<file path="config.mk">
export PLATFORM = sky130hd
export DESIGN_NAME = image_storer
export DESIGN_NICKNAME = d
export VERILOG_FILES = /design/src/rtl/image_storer.sv
export SDC_FILE = /design/constraint.sdc
export NUM_CORES = 1
export LEC_CHECK = 0
export CAP_MARGIN = 20
export CORE_ASPECT_RATIO = 1.4
export CORE_MARGIN = 4
export CORE_UTILIZATION = 50
export DETAILED_ROUTE_END_ITERATION = 8
export PLACE_DENSITY_LB_ADDON = 0.15
export SLEW_MARGIN = 0
export SYNTH_ARGS = -nofsm -noshare
export SYNTH_HDL_FRONTEND = slang
export SYNTH_SLANG_ARGS = --single-unit
</file>
<file path="constraint.sdc">
create_clock -name clk -period 5 [get_ports clk]
set_input_delay 1 -clock clk [delete_from_list [all_inputs] [get_ports clk]]
set_output_delay 1 -clock clk [all_outputs]
set_load 0.02 [all_outputs]
</file>
<file path="src/rtl/image_storer.sv">
`default_nettype none
// ============================================================================
// Module   : image_storer
// Purpose  : Accepts a raster-ordered grayscale pixel stream and writes one
//            frame into a linear frame RAM with a 1-cycle registered write port.
// Revision : 1.0  initial release
// ============================================================================
module image_storer #(
    parameter int IMG_W  = 200,
    parameter int IMG_H  = 200,
    parameter int ADDR_W = 16
) (
    input  logic              clk,
    input  logic              rst,
    input  logic              start,
    input  logic              abort,
    input  logic              pix_valid,
    input  logic [7:0]        pix_data,
    output logic              pix_ready,
    output logic              mem_we,
    output logic [ADDR_W-1:0] mem_addr,
    output logic [7:0]        mem_wdata,
    output logic [7:0]        x,
    output logic [7:0]        y,
    output logic              busy,
    output logic              done
);

    localparam logic [7:0] c_X_LAST = 8'(IMG_W - 1);
    localparam logic [7:0] c_Y_LAST = 8'(IMG_H - 1);

    typedef enum logic [1:0] {
        S_IDLE  = 2'd0,
        S_STORE = 2'd1,
        S_FLUSH = 2'd2,
        S_DONE  = 2'd3
    } state_e;

    state_e              state_q, state_d;
    logic [7:0]          x_q, x_d;
    logic [7:0]          y_q, y_d;
    logic [ADDR_W-1:0]   addr_q, addr_d;
    logic                we_q, we_d;
    logic [ADDR_W-1:0]   waddr_q, waddr_d;
    logic [7:0]          wdata_q, wdata_d;

    always_ff @(posedge clk or posedge rst) begin
        if (rst) begin
            state_q <= S_IDLE;
            x_q     <= 8'd0;
            y_q     <= 8'd0;
            addr_q  <= '0;
            we_q    <= 1'b0;
            waddr_q <= '0;
            wdata_q <= 8'd0;
        end else begin
            state_q <= state_d;
            x_q     <= x_d;
            y_q     <= y_d;
            addr_q  <= addr_d;
            we_q    <= we_d;
            waddr_q <= waddr_d;
            wdata_q <= wdata_d;
        end
    end

    always_comb begin
        state_d   = state_q;
        x_d       = x_q;
        y_d       = y_q;
        addr_d    = addr_q;
        we_d      = 1'b0;
        waddr_d   = waddr_q;
        wdata_d   = wdata_q;
        pix_ready = 1'b0;
        busy      = 1'b0;
        done      = 1'b0;

        case (state_q)
            S_IDLE: begin
                if (start && !abort) begin
                    state_d = S_STORE;
                    x_d     = 8'd0;
                    y_d     = 8'd0;
                    addr_d  = '0;
                end
            end

            S_STORE: begin
                pix_ready = 1'b1;
                busy      = 1'b1;
                if (abort) begin
                    state_d = S_IDLE;
                end else if (pix_valid) begin
                    // Address is the running pixel count, so it equals y*IMG_W+x.
                    we_d    = 1'b1;
                    waddr_d = addr_q;
                    wdata_d = pix_data;
                    addr_d  = addr_q + 1'b1;
                    if (x_q == c_X_LAST) begin
                        x_d = 8'd0;
                        if (y_q == c_Y_LAST) begin
                            y_d     = 8'd0;
                            state_d = S_FLUSH;
                        end else begin
                            y_d = y_q + 8'd1;
                        end
                    end else begin
                        x_d = x_q + 8'd1;
                    end
                end
            end

            S_FLUSH: begin
                busy    = 1'b1;
                state_d = abort ? S_IDLE : S_DONE;
            end

            S_DONE: begin
                busy    = 1'b1;
                done    = 1'b1;
                state_d = S_IDLE;
            end

            default: begin
                state_d = S_IDLE;
            end
        endcase
    end

    assign mem_we    = we_q;
    assign mem_addr  = waddr_q;
    assign mem_wdata = wdata_q;
    assign x         = x_q;
    assign y         = y_q;

endmodule
`default_nettype wire

</file>
==> reports/metrics.yaml <==
syn-instance-count: 249
timing.fmax_mhz: 304
cp_data_required_time_ns: 5.23
synth_top_flop_cell: "dfrtp_1"
timing.hold.ws_ns: 0.504
grt_pass1_wl_um: 10100
area_delta_synth_final_pct: 31.1
syn_avg_cell_area_um2: 11.1
setup_viol_count_final: 0
remaining_drc_errors: 0
r2r_cells: 6
routed-via-count: 2125
status: "complete, no violations"
vias_per_cell: 5.58
cap_viol_max_count: 0
holdPathEnd: "mem_addr[14]"
mappedNetlistArea_um2: 2760
synth_seq_cells: 59
cts.sinks: 59
wl_per_cell_um: 15.6
dp_hpwl_um: 4320
tightest_slew_ns: 0.786
synth_edf_count: 0
final-hold-violation-count: 0
overflow: 0
peakVddDrop_mv: 0.253
fin_util: 0.685
r2r-start: "state_q[1]"
fin_tns_setup_ns: 0
critPathLaunchType: "input pin"
drive_above_1_share: 0.171
fin_crit_ns: 3.29
final_antenna_net_count: 0
dpl_worst_slack_ns: 1.32
cts-root-buf: "clkbuf_8"
die-area_um2: 6790
finalCritPeriodShare: 0.658
yosys.area.top_type_share: 0.535
drtIter0Drc: 132
worst_setup_path_end_kind: "flip-flop"
yosysSeqAreaShare: 0.535
cts_max_level: 3
post_cts.resized_instances: 0
cts_tree: "yes"
io_pins: 57
cts_buffers: 9
grt_pass1_vias: 2127
cts_buffer_depth: 2
hold_class: "reg -> reg"
clk_pin_slew_ns: 0.06
synth_nets: 265
die_w_um: 70.8
setup_slack_ns: 1.71
clock_skew_ns: 0.00696
antenna_found_initial: 0
ys_async_sr_fraction: 1.00
r2r-end: "y[2]"
slew_headroom: 0.469
grt_max_degree: 37
initial_core_util: 0.523
nNetsFinal: 326
power.density_nw_per_um2: 333
crit_type: "in -> reg"
hp-start: "mem_addr[14]"
gr-usage-all-layers: 0.193
place.gp.congestion: 0.832
routed_wl_um: 5940
hold_depth: 1
drtPass1Iterations: 4
r2r_setup_slack_ns: 2.46
numPortBuffers: 56
postCtsSetupBuffers: 0
synthTopCellsByArea: "dfrtp_1, mux2_2, nor2_1"
num_rows: 31
crit_fanout: 20
clk_latency_ns: 0.34
antenna_cells: 0
cts_hold_buf: 0
rsz0062_at_grt: "false"
yosys.cell_types.count: 43
power.leakage_nw: 1.60
coreArea_um2: 5280
fillers: 425
yosysWarnings: 0
synth_largest_area_cell: "dfrtp_1"
crit_arrival_ns: 3.52
dieHeight_um: 95.9
report.final.slew_viol_count: 0
layout make-up:
cell class	count	area [µm²]	share of cell area
clock buffers	12	155	0.0429
clock inverters	4	72.6	0.0201
inverters	7	26.3	0.00727
multi-input cells	174	1220	0.337
flip-flops and latches	59	1480	0.408
well taps	66	82.6	0.0228
repair buffers	59	583	0.161
cell usage in the layout, fill, tap and decap left out, types with 8 or more instances in the layout:
cell	instances
o21ai_0	14
clkbuf_8	11
nand4_1	9
nor2_1	21
clkdlybuf4s50_1	56
mux2_2	25
xor2_1	8
nand3_1	11
dfrtp_1	59
nand2_1	20
per-layer routing:
metal / track usage / wire length [µm] / vias to the layer above
met5: 0 / 0 / -
met4: 0.0799 / 60 / 0
met3: 0.0700 / 316 / 5
met2: 0.337 / 3130 / 56
met1: 0.213 / 2430 / 1042
li1: - / - / 1022
worst max-delay path by stage:
| stage | start | end | slack (ns) |
|---|---|---|---|
| after floorplan | rst | addr_q[0] | 2.54 |
| after global placement | abort | y[2] | 1.48 |
| after detailed placement | abort | y[2] | 1.32 |
| after CTS | abort | y[2] | 1.71 |
| after global routing | abort | y[2] | 1.39 |
| final | abort | y[2] | 1.71 |
stage by stage:
stage          total power, mW  instances  cell area, µm²
5_1_grt                   1.26        381            3620
3_3_place_gp             0.723        365            3390
6_report                  1.20        381            3620
4_1_cts                   1.22        381            3620
3_5_place_dp             0.726        365            3390
2_1_floorplan            0.635        249            2760
flip-flops by register name, summed over array words and instances (netlist names):
register	count
mem_addr	16
mem_we	1
state_q	2
x	8
mem_wdata	8
addr_q	16
y	8
cells by family (layout without fill, tap and decap cells):
kind of cell    count (synthesis)  in the layout  synth area share
compound gates                 35             35            0.0830
xor+xnor                       12             12            0.0381
fa+ha+maj                       3              3            0.0136
buf+inv                        16             82            0.0227
flops                          59             59             0.535
mux                            30             30             0.120
simple gates                   94             94             0.187
where the power goes:
| part | switching [mW] | internal [mW] |
|---|---|---|
| clock | 0.182 | 0.307 |
| combinational | 0.0930 | 0.0914 |
| sequential | 0.0212 | 0.509 |
| total | 0.296 | 0.907 |
Yosys cell counts (4+ instances only):
library cell and number:
a21oi_1 4, and3_1 4, clkbuf_1 5, dfrtp_1 59, inv_1 6, mux2_2 25, mux2i_1 5, nand2_1 20
nand2b_1 5, nand3_1 11, nand4_1 9, nor2_1 21, o21ai_0 14, o31ai_1 4, xnor2_1 4, xor2_1 8
worst max-delay path, stage by stage:
cell,delay [ns]
clkdlybuf4s50_1,0.60
nand4bb_1,0.16
buf_4,0.28
clkinv_1,0.49
a31oi_1,0.66
o21ai_0,0.23
o41ai_1,0.09
No activity file was read; power rests on OpenSTA's default activity.
